**config.mk**
```make
export PLATFORM = sky130hd
export DESIGN_NAME = ttl_latch_writer_sync
export DESIGN_NICKNAME = d
export VERILOG_FILES = /design/src/rtl/ttl_latch_writer_sync.sv
export SDC_FILE = /design/constraint.sdc
export NUM_CORES = 1
export LEC_CHECK = 0
export ABC_AREA = 0
export BUFFER_PORTS_ARGS = -buffer_cell sky130_fd_sc_hd__buf_2
export CORE_MARGIN = 10
export CORE_UTILIZATION = 45
export CTS_CLUSTER_SIZE = 16
export DETAILED_ROUTE_END_ITERATION = 12
export PLACE_DENSITY = 0.67
export SKIP_LAST_GASP = 1
export SYNTH_ARGS = -nofsm -noshare
export SYNTH_HDL_FRONTEND = slang
export SYNTH_SLANG_ARGS = --single-unit
```
**constraint.sdc**
```tcl
create_clock -name Clk -period 3.1 [get_ports Clk]
set_input_delay 0.62 -clock Clk [delete_from_list [all_inputs] [get_ports Clk]]
set_output_delay 0.62 -clock Clk [all_outputs]
set_load 0.02 [all_outputs]
```
**src/rtl/ttl_latch_writer_sync.sv**
```systemverilog
// ttl_latch_writer_sync
//
// Transmitting side of a 74374-style synchronous inter-CPU / sound latch.
// A CPU write is presented on LATCH_D and followed by a single clean
// low -> high -> low strobe on LATCH_CEN, so the receiving latch sees exactly
// one rising enable per byte. A one-entry queue absorbs a write that arrives
// while a strobe sequence is running. PENDING tracks whether the reader has
// consumed the last strobed byte, and OVERRUN flags lost or overwritten bytes.
//
// Ports:
//   Clk        in   system clock, all logic on the rising edge
//   RESETn     in   asynchronous active-low reset
//   CPU_Cen    in   CPU clock enable; WR_REQ is ignored while low
//   WR_REQ     in   write request
//   WR_DATA    in   [7:0] byte to send
//   ACK        in   reader pulse: byte consumed (clears PENDING)
//   OVR_CLR    in   clears OVERRUN
//   LATCH_D    out  [7:0] data to the latch D inputs
//   LATCH_CEN  out  strobe to the latch clock enable
//   BUSY       out  strobe sequence in progress
//   PENDING    out  byte strobed but not yet acknowledged
//   OVERRUN    out  sticky error flag
//
// All outputs come straight from flops.

module ttl_latch_writer_sync #(
   parameter int unsigned SETUP_CYC  = 1,
   parameter int unsigned STROBE_CYC = 2,
   parameter int unsigned HOLD_CYC   = 1
) (
   input  logic       Clk,
   input  logic       RESETn,
   input  logic       CPU_Cen,
   input  logic       WR_REQ,
   input  logic [7:0] WR_DATA,
   input  logic       ACK,
   input  logic       OVR_CLR,
   output logic [7:0] LATCH_D,
   output logic       LATCH_CEN,
   output logic       BUSY,
   output logic       PENDING,
   output logic       OVERRUN
);

   typedef enum logic [1:0] {
      StIdle,
      StSetup,
      StStrobe,
      StHold
   } state_e;

   // Counter reload values: each state lasts (load + 1) cycles.
   localparam logic [3:0] SetupLd  = 4'(SETUP_CYC - 1);
   localparam logic [3:0] StrobeLd = 4'(STROBE_CYC - 1);
   localparam logic [3:0] HoldLd   = 4'(HOLD_CYC - 1);

   state_e     state_q, state_d;
   logic [3:0] cnt_q, cnt_d;
   logic [7:0] data_q, data_d;
   logic [7:0] qdata_q, qdata_d;
   logic       qvalid_q, qvalid_d;
   logic       pend_q, pend_d;
   logic       ovr_q, ovr_d;
   logic       cen_q, busy_q;

   logic       wr_acc;
   logic       cnt_zero;
   logic       strobe_entry;
   logic       ovr_set;

   always_comb begin
      state_d      = state_q;
      cnt_d        = cnt_q;
      data_d       = data_q;
      qdata_d      = qdata_q;
      qvalid_d     = qvalid_q;
      strobe_entry = 1'b0;
      ovr_set      = 1'b0;
      wr_acc       = WR_REQ & CPU_Cen;
      cnt_zero     = (cnt_q == 4'd0);

      // Writes while a sequence runs go to the queue, or are lost if it is full.
      if (wr_acc && (state_q != StIdle)) begin
         if (qvalid_q) begin
            ovr_set = 1'b1;
         end else begin
            qvalid_d = 1'b1;
            qdata_d  = WR_DATA;
         end
      end

      unique case (state_q)
         StIdle: begin
            if (wr_acc) begin
               data_d  = WR_DATA;
               cnt_d   = SetupLd;
               state_d = StSetup;
            end
         end
         StSetup: begin
            if (cnt_zero) begin
               cnt_d        = StrobeLd;
               state_d      = StStrobe;
               strobe_entry = 1'b1;
            end else begin
               cnt_d = cnt_q - 4'd1;
            end
         end
         StStrobe: begin
            if (cnt_zero) begin
               cnt_d   = HoldLd;
               state_d = StHold;
            end else begin
               cnt_d = cnt_q - 4'd1;
            end
         end
         StHold: begin
            if (cnt_zero) begin
               if (qvalid_q) begin
                  data_d   = qdata_q;
                  qvalid_d = 1'b0;
                  cnt_d    = SetupLd;
                  state_d  = StSetup;
               end else if (wr_acc) begin
                  // Write landing in the last hold cycle: enqueue and dequeue at once.
                  data_d   = WR_DATA;
                  qvalid_d = 1'b0;
                  cnt_d    = SetupLd;
                  state_d  = StSetup;
               end else begin
                  state_d = StIdle;
               end
            end else begin
               cnt_d = cnt_q - 4'd1;
            end
         end
         default: begin
            state_d = StIdle;
         end
      endcase

      // Strobing over an unacknowledged byte loses it.
      if (strobe_entry && pend_q) begin
         ovr_set = 1'b1;
      end

      // Set wins over clear for both flags.
      if (strobe_entry) begin
         pend_d = 1'b1;
      end else if (ACK) begin
         pend_d = 1'b0;
      end else begin
         pend_d = pend_q;
      end

      if (ovr_set) begin
         ovr_d = 1'b1;
      end else if (OVR_CLR) begin
         ovr_d = 1'b0;
      end else begin
         ovr_d = ovr_q;
      end
   end

   always_ff @(posedge Clk or negedge RESETn) begin
      if (!RESETn) begin
         state_q  <= StIdle;
         cnt_q    <= 4'd0;
         data_q   <= 8'h00;
         qdata_q  <= 8'h00;
         qvalid_q <= 1'b0;
         pend_q   <= 1'b0;
         ovr_q    <= 1'b0;
         cen_q    <= 1'b0;
         busy_q   <= 1'b0;
      end else begin
         state_q  <= state_d;
         cnt_q    <= cnt_d;
         data_q   <= data_d;
         qdata_q  <= qdata_d;
         qvalid_q <= qvalid_d;
         pend_q   <= pend_d;
         ovr_q    <= ovr_d;
         // Decoded from next state so the strobe and busy pins are flops.
         cen_q    <= (state_d == StStrobe);
         busy_q   <= (state_d != StIdle);
      end
   end

   assign LATCH_D   = data_q;
   assign LATCH_CEN = cen_q;
   assign BUSY      = busy_q;
   assign PENDING   = pend_q;
   assign OVERRUN   = ovr_q;

endmodule

```
==> impl_metrics.json <==
{
  "synth_fp_nets": 146,
  "nets": 168,
  "die_area_sq_um": 5712,
  "endpoint_kind": "flip-flop",
  "layout_min_cycle_time_ps": 2127,
  "crit_path_cell_trace": "nand3_1 > a31oi_1 > o221ai_1",
  "diodes": 0,
  "grt_pass1_vias": 1054,
  "yosysWarnings": 0,
  "synthCells": 131,
  "status": "complete, no violations",
  "drc": 0,
  "p_switching_w": 0.0006726,
  "slowest_stage": "dfrtp_1",
  "powerDensity_nw_per_um2": 988.8,
  "worst_slew_pin_slew_ps": 701.4,
  "path_max_fanout": 25,
  "antenna_left": 0,
  "synth_compound_area_share_pct": 19.62,
  "viasPerCell": 6.189,
  "wirelength_microns": 3117,
  "worstSetupPathType": "reg -> reg",
  "skew_ps": 2.210,
  "drv_cap": 0,
  "ys_seq_area_share_pct": 48.60,
  "power_frac_clock_pct": 10.0,
  "ys_ff_latch": 27,
  "power_w": 0.001530,
  "dpl.hpwl_microns": 2279,
  "synth_area_sq_um": 1390,
  "cts_made_buffers": 3,
  "synthMuxAreaShare_pct": 7.921,
  "p_int_w": 0.0008579,
  "clock-sinks": 27,
  "ios": 26,
  "yosys.area.top_type": "dfrtp_1",
  "post_drt_wl_per_cell_microns": 16.85,
  "clock-root-buffer": "clkbuf_4",
  "syn2layout_area_growth_pct": 11.34,
  "clk_path_buf_depth": 2,
  "layout_commonest_cell": "dfrtp_1",
  "cp.required_ps": 3300,
  "placed_cells": 181,
  "grt_usage_pct": 10.99,
  "portBuffers": 25,
  "first_iter_violations": 104,
  "synth_fa_ha_area_share_pct": 0.9001,
  "p_seq_share_pct": 44.1,
  "synth-simple-area-share_pct": 17.91,
  "most-common-layout-cells": "dfrtp_1 (27), buf_2 (25), nand3_1 (11), o21ai_0 (11)",
  "finalInstanceArea_sq_um": 1548,
  "stdcell_count": 185,
  "grt_pass1_wl_microns": 4933,
  "drive_gt1_share_pct": 26.97,
  "vdd_drop_max_mv": 0.3670,
  "grt_overflow": 0,
  "critPathArrivalTime_ps": 2330,
  "slew_violations": 0,
  "dr.pass1.iters": 4,
  "synth_area_leaders": "dfrtp_1 (49%), mux2_2 (6.5%), and4_1 (5.0%)",
  "n_fill_cell": 287,
  "clkTransAtPathRegs_ps": 140,
  "cts_resized": 0,
  "fp.dieW_microns": 75.58,
  "gp_congestion": 0.7437,
  "rows": 20,
  "relSlewSlack_pct": 53.24,
  "dpl-instance-area_sq_um": 1521,
  "fin_crit_sh_pct": 68.62,
  "max_freq_mhz": 470.1,
  "hold_viol_final": 0,
  "antenna_found_initial": 0,
  "setup_viol": 0,
  "rsz0062_at_grt": "no",
  "critPathMaxStageDelay_ps": 820,
  "startpoint_type": "flip-flop",
  "core_sq_um": 3003,
  "die_h_microns": 75.58,
  "cts_setup_buffers": 0,
  "fin_setup_tns_ps": 0,
  "synth-xor-area-share_pct": 0.6301,
  "htreeDepth": 1,
  "ctsHoldBuffers": 0,
  "p_leak_nw": 0.6523,
  "switching_share_pct": 43.95,
  "tritoncts": "done",
  "synthDistinctLibCells": 38,
  "clock_latency_ps": 320,
  "initial_core_util_pct": 46.29,
  "synth_top_family_by_area": "compound AO/OA/AOI/OAI gates",
  "synth.top_cell.area_share_pct": 48.60,
  "holdWs_ps": 272.9,
  "power_frac_comb_pct": 45.9,
  "grt_max_degree": 28,
  "syn-mean-instance-area_sq_um": 10.61,
  "hold_class": "in -> async",
  "vias": 1145
}
## cell usage after synthesis
cell type,number
o21ai_0,11
or3b_1,1
a31oi_1,8
and4bb_2,1
nor3_4,1
and3b_1,1
o211ai_1,2
a221oi_1,1
dfrtp_1,27
a21oi_2,1
and4_1,8
mux2_2,8
o221ai_1,8
clkbuf_1,4
o22ai_1,1
and2_1,1
o32ai_1,1
xnor2_1,1
nand3_1,11
a221o_1,1
nand2_1,1
ha_1,1
a21oi_1,2
nor2_1,4
o2111ai_1,1
nor3_1,3
mux2i_1,2
a2bb2oi_1,1
a21o_1,1
inv_1,6
nor2_2,2
clkbuf_2,1
clkinv_1,1
o21ai_1,1
or4_1,1
nand4bb_1,1
nor2b_1,1
buf_2,3
## stage by stage
step	setup WS [ps]	util, %
floorplan	1545	-
global placement	1108	50.67
detailed placement	1045	50.67
CTS	1018	51.54
global route	813.9	51.54
finish	972.9	51.54
## path summary, 6_finish.rpt
path	startpoint	to	slack [ps]	cells after the start
min in group Clk	ACK	PENDING	480	2
setup reg to reg	state_q[1]	LATCH_D[2]	970	3
max in group asynchronous	RESETn	cnt_q[1]	2440	1
setup / recovery	state_q[1]	LATCH_D[2]	970	3
hold / removal	RESETn	cnt_q[3]	270	1
hold reg to reg	qdata_q[6]	qdata_q[6]	520	1
## power by group through the flow
| stage | Clock, W | Sequential [W] | Combinational (W) |
|---|---|---|---|
| global placement | 0 | 0.000671 | 0.000677 |
| detailed placement | 0 | 0.000681 | 0.000705 |
| floorplan | 0 | 0.000657 | 0.000538 |
| global route | 0.000175 | 0.000698 | 0.000782 |
| finish | 0.000153 | 0.000675 | 0.000702 |
| CTS | 0.000156 | 0.000673 | 0.000707 |
## logic make-up (layout without fill, tap and decap cells)
group | Yosys count | count (layout)
buf+inv | 15 | 36
flops | 27 | 27
mux | 10 | 10
xor+xnor | 1 | 1
fa+ha+maj | 1 | 1
compound gates | 40 | 40
simple gates | 37 | 37
## worst max-delay path, delay by kind of cell, from the launching register on
| kind | cells | cell delay, ps |
|---|---|---|
| AND/OR/NAND/NOR | 1 | 600 |
| flip-flops | 1 | 820 |
| AO/OA/AOI/OAI | 2 | 580 |
## layer usage
| layer | wire length [microns] | global-route usage, % | up-vias | share of wire, % |
|---|---|---|---|---|
| li1 | - | - | 552 | - |
| met1 | 1461 | 14.33 | 558 | 47 |
| met2 | 1446 | 17.19 | 31 | 46 |
| met3 | 185 | 3.255 | 4 | 5.9 |
| met4 | 23 | 3.093 | 0 | 0.74 |
| met5 | 0 | 0 | - | 0 |
## state kept, by name, indices dropped and copies added, names as in the netlist
name,cells
state_q,2
BUSY,1
PENDING,1
OVERRUN,1
LATCH_CEN,1
qvalid_q,1
LATCH_D,8
qdata_q,8
cnt_q,4
## area by class of cell
cell class	count	area, sq um	area share, %
clock buffers	4	26.28	1.698
inverters	7	26.28	1.698
multi-input cells	89	653.1	42.20
flip-flops and latches	27	675.6	43.65
well taps	33	41.29	2.668
repair buffers	25	125.1	8.084
No activity file was read; power rests on OpenSTA's default activity.
